$ cat src/rtl/systolic_pkg.sv
`default_nettype none
// ============================================================================
//  Module      : systolic_pkg
//  Description : Shared definitions for the systolic MAC array controllers.
//                Holds the one-hot controller state encodings and the width
//                helper used for row/column index buses.
//  Revision    : 1.0 - initial release
// ============================================================================
package systolic_pkg;

    // One-hot controller states, shared with the MAC controller.
    localparam logic [2:0] S_IDLE  = 3'b001;
    localparam logic [2:0] S_DRAIN = 3'b010;
    localparam logic [2:0] S_CLEAR = 3'b100;

    // Index width for a size x size grid; never narrower than one bit so a
    // 1x1 array still has a legal bus.
    function automatic int idx_w(input int size);
        return (size > 1) ? $clog2(size) : 1;
    endfunction

endpackage
`default_nettype wire

$ cat src/rtl/systolic_idx_counter.sv
`default_nettype none
// ============================================================================
//  Module      : systolic_idx_counter
//  Description : Row-major (row, col) wrap counter over a SIZE x SIZE grid.
//                col advances on every inc; when col wraps, row advances.
//                last flags the final grid position (SIZE-1, SIZE-1).
//  Ports       : clk, rst      - clock, synchronous active-high reset
//                clr           - synchronous return to (0,0)
//                inc           - advance one position
//                row, col      - current position
//                last          - position is (SIZE-1, SIZE-1)
//  Revision    : 1.0 - initial release
// ============================================================================
module systolic_idx_counter
    import systolic_pkg::*;
#(
    parameter int SIZE  = 4,
    parameter int IDX_W = idx_w(SIZE)
) (
    input  logic             clk,
    input  logic             rst,
    input  logic             clr,
    input  logic             inc,
    output logic [IDX_W-1:0] row,
    output logic [IDX_W-1:0] col,
    output logic             last
);

    localparam logic [IDX_W-1:0] c_MAX = IDX_W'(SIZE - 1);

    logic [IDX_W-1:0] r_row;
    logic [IDX_W-1:0] r_col;
    logic             w_col_wrap;
    logic             w_row_wrap;

    assign w_col_wrap = (r_col == c_MAX);
    assign w_row_wrap = (r_row == c_MAX);

    always_ff @(posedge clk) begin
        if (rst || clr) begin
            r_row <= '0;
            r_col <= '0;
        end else if (inc) begin
            if (w_col_wrap) begin
                r_col <= '0;
                // Wrapping row as well keeps the counter inside the grid even
                // if inc arrives at the last position.
                r_row <= w_row_wrap ? '0 : r_row + 1'b1;
            end else begin
                r_col <= r_col + 1'b1;
            end
        end
    end

    assign row  = r_row;
    assign col  = r_col;
    assign last = w_col_wrap && w_row_wrap;

endmodule
`default_nettype wire

$ cat src/rtl/systolic_drain_ctrl.sv
`default_nettype none
// ============================================================================
//  Module      : systolic_drain_ctrl
//  Description : Result-drain controller for the systolic MAC array. On start
//                it walks the SIZE x SIZE accumulator grid in row-major order,
//                streaming each result on a val/rdy interface, then pulses
//                acc_clr and done for one cycle and returns to idle.
//  Ports       : clk, rst   - clock, synchronous active-high reset
//                start      - drain request (sampled only in IDLE)
//                row_sel    - array row driving acc_data (0 outside DRAIN)
//                acc_data   - results of the selected row, column-indexed
//                send_msg   - current result word
//                send_val   - send_msg valid
//                send_rdy   - consumer ready
//                acc_clr    - one-cycle clear of all PE accumulators
//                busy       - controller not idle
//                done       - one-cycle completion strobe
//  Revision    : 1.0 - initial release
// ============================================================================
module systolic_drain_ctrl
    import systolic_pkg::*;
#(
    parameter int SIZE       = 4,
    parameter int DATA_WIDTH = 32,
    parameter int IDX_W      = idx_w(SIZE)
) (
    input  logic                  clk,
    input  logic                  rst,
    input  logic                  start,
    output logic [IDX_W-1:0]      row_sel,
    input  logic [DATA_WIDTH-1:0] acc_data [SIZE],
    output logic [DATA_WIDTH-1:0] send_msg,
    output logic                  send_val,
    input  logic                  send_rdy,
    output logic                  acc_clr,
    output logic                  busy,
    output logic                  done
);

    logic [2:0]       r_state;
    logic [2:0]       w_state_nxt;
    logic [IDX_W-1:0] w_row;
    logic [IDX_W-1:0] w_col;
    logic             w_last;
    logic             w_xfer;
    logic             w_cnt_clr;

    assign w_xfer    = send_val && send_rdy;
    // Counters sit at (0,0) whenever no drain is in flight, so a fresh start
    // always begins at the first word.
    assign w_cnt_clr = (r_state != S_DRAIN);

    systolic_idx_counter #(
        .SIZE  (SIZE),
        .IDX_W (IDX_W)
    ) u_idx (
        .clk  (clk),
        .rst  (rst),
        .clr  (w_cnt_clr),
        .inc  (w_xfer),
        .row  (w_row),
        .col  (w_col),
        .last (w_last)
    );

    // State register
    always_ff @(posedge clk) begin
        if (rst) begin
            r_state <= S_IDLE;
        end else begin
            r_state <= w_state_nxt;
        end
    end

    // Next-state logic
    always_comb begin
        w_state_nxt = r_state;
        case (r_state)
            S_IDLE:  if (start) w_state_nxt = S_DRAIN;
            S_DRAIN: if (w_xfer && w_last) w_state_nxt = S_CLEAR;
            S_CLEAR: w_state_nxt = S_IDLE;
            default: w_state_nxt = S_IDLE;
        endcase
    end

    // Output decode
    always_comb begin
        send_val = 1'b0;
        acc_clr  = 1'b0;
        done     = 1'b0;
        busy     = 1'b1;
        row_sel  = '0;
        case (r_state)
            S_IDLE: begin
                busy = 1'b0;
            end
            S_DRAIN: begin
                send_val = 1'b1;
                row_sel  = w_row;
            end
            S_CLEAR: begin
                acc_clr = 1'b1;
                done    = 1'b1;
            end
            default: begin
                busy = 1'b0;
            end
        endcase
    end

    // Column mux; compare-based so a 1-wide grid needs no index truncation.
    always_comb begin
        send_msg = acc_data[0];
        for (int i = 1; i < SIZE; i++) begin
            if (w_col == IDX_W'(i)) begin
                send_msg = acc_data[i];
            end
        end
    end

endmodule
`default_nettype wire

$ cat config.mk
export PLATFORM = sky130hd
export DESIGN_NAME = systolic_drain_ctrl
export DESIGN_NICKNAME = d
export VERILOG_FILES = /design/src/rtl/systolic_pkg.sv /design/src/rtl/systolic_idx_counter.sv /design/src/rtl/systolic_drain_ctrl.sv
export SDC_FILE = /design/constraint.sdc
export NUM_CORES = 1
export LEC_CHECK = 0
export ABC_AREA = 1
export BUFFER_PORTS_ARGS = -buffer_cell sky130_fd_sc_hd__buf_4
export CAP_MARGIN = 40
export CORE_MARGIN = 10
export CORE_UTILIZATION = 33
export DETAILED_ROUTE_END_ITERATION = 6
export GPL_TIMING_DRIVEN = 1
export HOLD_SLACK_MARGIN = 0.03
export PLACE_DENSITY = 0.78
export SKIP_LAST_GASP = 1
export SYNTH_ARGS = -nofsm -noshare
export SYNTH_HDL_FRONTEND = slang
export SYNTH_SLANG_ARGS = --single-unit
$ cat constraint.sdc
create_clock -name clk -period 3.3 [get_ports clk]
set_input_delay 0.99 -clock clk [delete_from_list [all_inputs] [get_ports clk]]
set_output_delay 0.99 -clock clk [all_outputs]
set_load 0.02 [all_outputs]
==> results.py <==
metrics = {
    "status": {
        "outcome": "finished, final reports clean",
    },
    "routing": {
        "drcViolationCount": 0,
        "detailedRoute.firstIterationViolations": 117,
        "viasPerCell": 4.75,
        "antenna_left": 0,
        "number_of_detailed_route_iterations_in_the_first_pass": 4,
        "wirelength_um": 7860,
        "vias": 2427,
        "avgRoutedWirePerCell_um": 15.4,
    },
    "floorplanning": {
        "die-area_mm2": 0.00774,
        "die-width_um": 88.0,
        "initial_core_util_pct": 34.6,
        "top_level_ports": 170,
        "row_count": 24,
        "placeable_core_region_mm2": 0.00441,
        "die_h_um": 88.0,
    },
    "power_and_ir_drop": {
        "sw_ratio_pct": 29.3,
        "total_switching_power_uw": 131,
        "cellLeakagePower_nw": 1.54,
        "power-per-cell-area_mw_per_mm2": 161,
        "internal-power_uw": 316,
        "ir_drop_mv": 0.298,
        "sequential_share_of_power_pct": 20.2,
        "p_clk_share_pct": 27.2,
        "totalPowerFinal_uw": 447,
        "comb_power_share_pct": 52.6,
    },
    "placed_design": {
        "place_hpwl_um": 6430,
        "placement.io_buffers": 169,
        "placed_area_mm2": 0.00273,
        "numPlacedInstances": 507,
        "gp_congestion": 0.849,
    },
    "synth": {
        "main_combinational_cell_family_by_area_after_synthesis": "compound AO/OA/AOI/OAI gates",
        "synth-seq-area-share_pct": 9.19,
        "syn_nets": 441,
        "netlist_instances": 305,
        "mappedNetlistArea_mm2": 0.00153,
        "synth.mux.area_fraction_pct": 0,
        "post_synth_fa_ha_maj_area_fraction_pct": 3.28,
        "synth_top_cell_area_share_pct": 21.0,
        "xor_xnor_share_of_the_synthesized_area_pct": 0,
        "synth.lib_cells_used.distinct": 18,
        "synth_compound_gate_area_share_pct": 33.3,
        "synth_largest_area_cell": "sky130_fd_sc_hd__a21oi_1",
        "synth.yosys.warnings": 0,
        "mean_instance_size_in_the_synthesized_netlist_um2": 5.00,
        "leading_cell_types_by_total_area_after_synthesis": "sky130_fd_sc_hd__a21oi_1 21%, sky130_fd_sc_hd__nand2_1 18%, sky130_fd_sc_hd__nor2_1 12%, sky130_fd_sc_hd__inv_1 11%, sky130_fd_sc_hd__o21ai_1 11%",
        "synth_simple_gate_area_share_pct": 32.2,
        "synth-seq-cells": 7,
    },
    "cells_and_area": {
        "sequential_cell_area_um2": 140,
        "stdcell_count": 511,
        "area_growth_syn_to_layout_pct": 81.9,
        "fin_nets": 596,
        "final_cell_area_mm2": 0.00277,
        "area_of_the_multi_input_gates_mm2": 0.00105,
        "most_common_library_cell_in_the_layout_ignoring_fill_and_taps": "sky130_fd_sc_hd__buf_4",
        "commonest_cells_after_routing_fill_and_taps_aside": "171 x sky130_fd_sc_hd__buf_4, 73 x sky130_fd_sc_hd__nand2_1, 64 x sky130_fd_sc_hd__a21oi_1, 49 x sky130_fd_sc_hd__nor2_1, 43 x sky130_fd_sc_hd__inv_1",
        "antennaDiodeCount": 0,
        "fraction_of_layout_instances_using_a_drive_strength_above_1_pct": 39.0,
        "filler_cell_count_in_the_final_layout": 437,
    },
    "hold_path": {
        "holdCritPathClass": "register to register",
    },
    "clocking": {
        "cts_tree": "yes",
        "cts.hold.buffers_added": 0,
        "clk-insertion-delay-late_ns": 0.23,
        "cts_made_buffers": 3,
        "ctsHtreeMaxLevel": 1,
        "root_buffer": "sky130_fd_sc_hd__clkbuf_8",
        "cts.reportedPaths.clkPinSlew_ns": 0.04,
        "cts.sink_count": 7,
        "post_cts.resized_instances": 0,
        "cts-root-to-sink-buffers": 2,
        "cts_setup_buffers": 0,
    },
    "global_route": {
        "globalRoute.totalOverflow": 0,
        "grt_max_degree": 49,
        "grt_antenna_before_repair": 0,
        "first_global_vias": 2254,
        "grt_first_pass_wirelength_um": 11600,
        "global_route.usage.total_pct": 18.1,
    },
    "setup_path": {
        "setup.worst_path.class": "register to output port",
        "end_kind": "output port",
        "worst_ep_required_time_ns": 2.31,
        "critPathMaxFanout": 48,
        "start_kind": "register",
        "arrival_time_worst_endpoint_ns": 1.86,
    },
    "timing": {
        "skew_ns": 0.00397,
        "layout_min_cycle_time_ns": 2.85,
        "timing_worst_slew_pin_value_ns": 0.566,
        "unrepaired_setup_endpoints_after_global_routing": "false",
        "totalNegativeSetupSlack_ns": 0,
        "hold_ws_ns": 0.514,
        "slew_headroom_pct": 62.2,
        "timing.final.max_slew_violations": 0,
        "timing_hold_violations_final": 0,
        "setup_viol": 0,
        "finalCritPeriodShare_pct": 86.5,
        "fmaxAchievable_mhz": 351,
    },
    "job": {
        "cap_viol_max_count": 0,
    },
}
==> worst paths after layout <==
| path | start | endpoint | slack, ns | cells past startpoint |
|---|---|---|---|---|
| hold / removal | u_idx.row[1]$_SDFFE_PP0P_ | u_idx.row[1]$_SDFFE_PP0P_ | 0.51 | 2 |
| setup / recovery | u_idx.col[0]$_SDFFE_PP0P_ | send_msg[17] | 0.45 | 7 |
| hold reg to reg | u_idx.row[1]$_SDFFE_PP0P_ | u_idx.row[1]$_SDFFE_PP0P_ | 0.51 | 2 |
| setup reg to reg | u_idx.col[0]$_SDFFE_PP0P_ | u_idx.row[1]$_SDFFE_PP0P_ | 1.73 | 6 |
==> power groups by stage <==
stage	Clock [mW]	Combinational [mW]	Sequential (mW)
after CTS	0.125	0.236	0.0901
after detailed placement	0	0.236	0.0915
final	0.122	0.235	0.0901
after global routing	0.129	0.255	0.0906
after floorplan	0	0.0752	0.0910
after global placement	0	0.233	0.0913
==> cell usage after synthesis <==
library cell / n
sky130_fd_sc_hd__nand2_1: 73
sky130_fd_sc_hd__a21oi_1: 64
sky130_fd_sc_hd__nor2_1: 49
sky130_fd_sc_hd__inv_1: 43
sky130_fd_sc_hd__o21ai_1: 32
sky130_fd_sc_hd__buf_2: 14
sky130_fd_sc_hd__dfxtp_1: 7
sky130_fd_sc_hd__buf_6: 4
sky130_fd_sc_hd__ha_1: 4
sky130_fd_sc_hd__buf_8: 3
sky130_fd_sc_hd__o211ai_1: 3
sky130_fd_sc_hd__inv_2: 2
sky130_fd_sc_hd__nand3_1: 2
sky130_fd_sc_hd__buf_4: 1
sky130_fd_sc_hd__nand3_2: 1
sky130_fd_sc_hd__nor4_1: 1
sky130_fd_sc_hd__o21ai_0: 1
sky130_fd_sc_hd__or2_0: 1
==> critical path: stages (launching register included) <==
cell and delay, ns:
sky130_fd_sc_hd__dfxtp_1 0.39, sky130_fd_sc_hd__ha_2 0.41, sky130_fd_sc_hd__buf_12 0.26, sky130_fd_sc_hd__nand2_1 0.07, sky130_fd_sc_hd__o21ai_1 0.07, sky130_fd_sc_hd__nand2_1 0.06
sky130_fd_sc_hd__a21oi_1 0.17, sky130_fd_sc_hd__buf_4 0.17
==> metrics by stage <==
step / util, % / setup WS, ns
2_1_floorplan: - / 0.800
3_3_place_gp: 61.8 / 0.701
3_5_place_dp: 61.8 / 0.693
4_1_cts: 62.8 / 0.446
5_1_grt: 62.8 / 0.248
6_report: 62.8 / 0.447
==> kinds of logic after synthesis <==
logic type               after synthesis
adder cells (fa/ha/maj)                4
flip-flops                             7
AO/OA/AOI/OAI                        100
AND/OR/NAND/NOR                      127
buffers and inverters                 67
==> metal layers <==
layer,up-vias,track usage (%),wire length [um]
li1,1269,-,-
met1,1046,20.5,2880
met2,109,33.7,4000
met3,3,4.92,941
met4,0,1.74,26
met5,-,0,0
==> state kept, by name, indices dropped and copies added, names as in the netlist <==
name,cells
u_idx.row,2
r_state,3
u_idx.col,2
==> area by class of cell <==
cell class              count  share of cell area, %
multi-input cells         231                   37.9
repair buffers            172                   47.0
flip-flops and latches      7                   5.05
clock buffers               4                   1.62
well taps                  52                   2.35
inverters                  45                   6.09
Note: power is estimated with default switching activity, not from simulation.
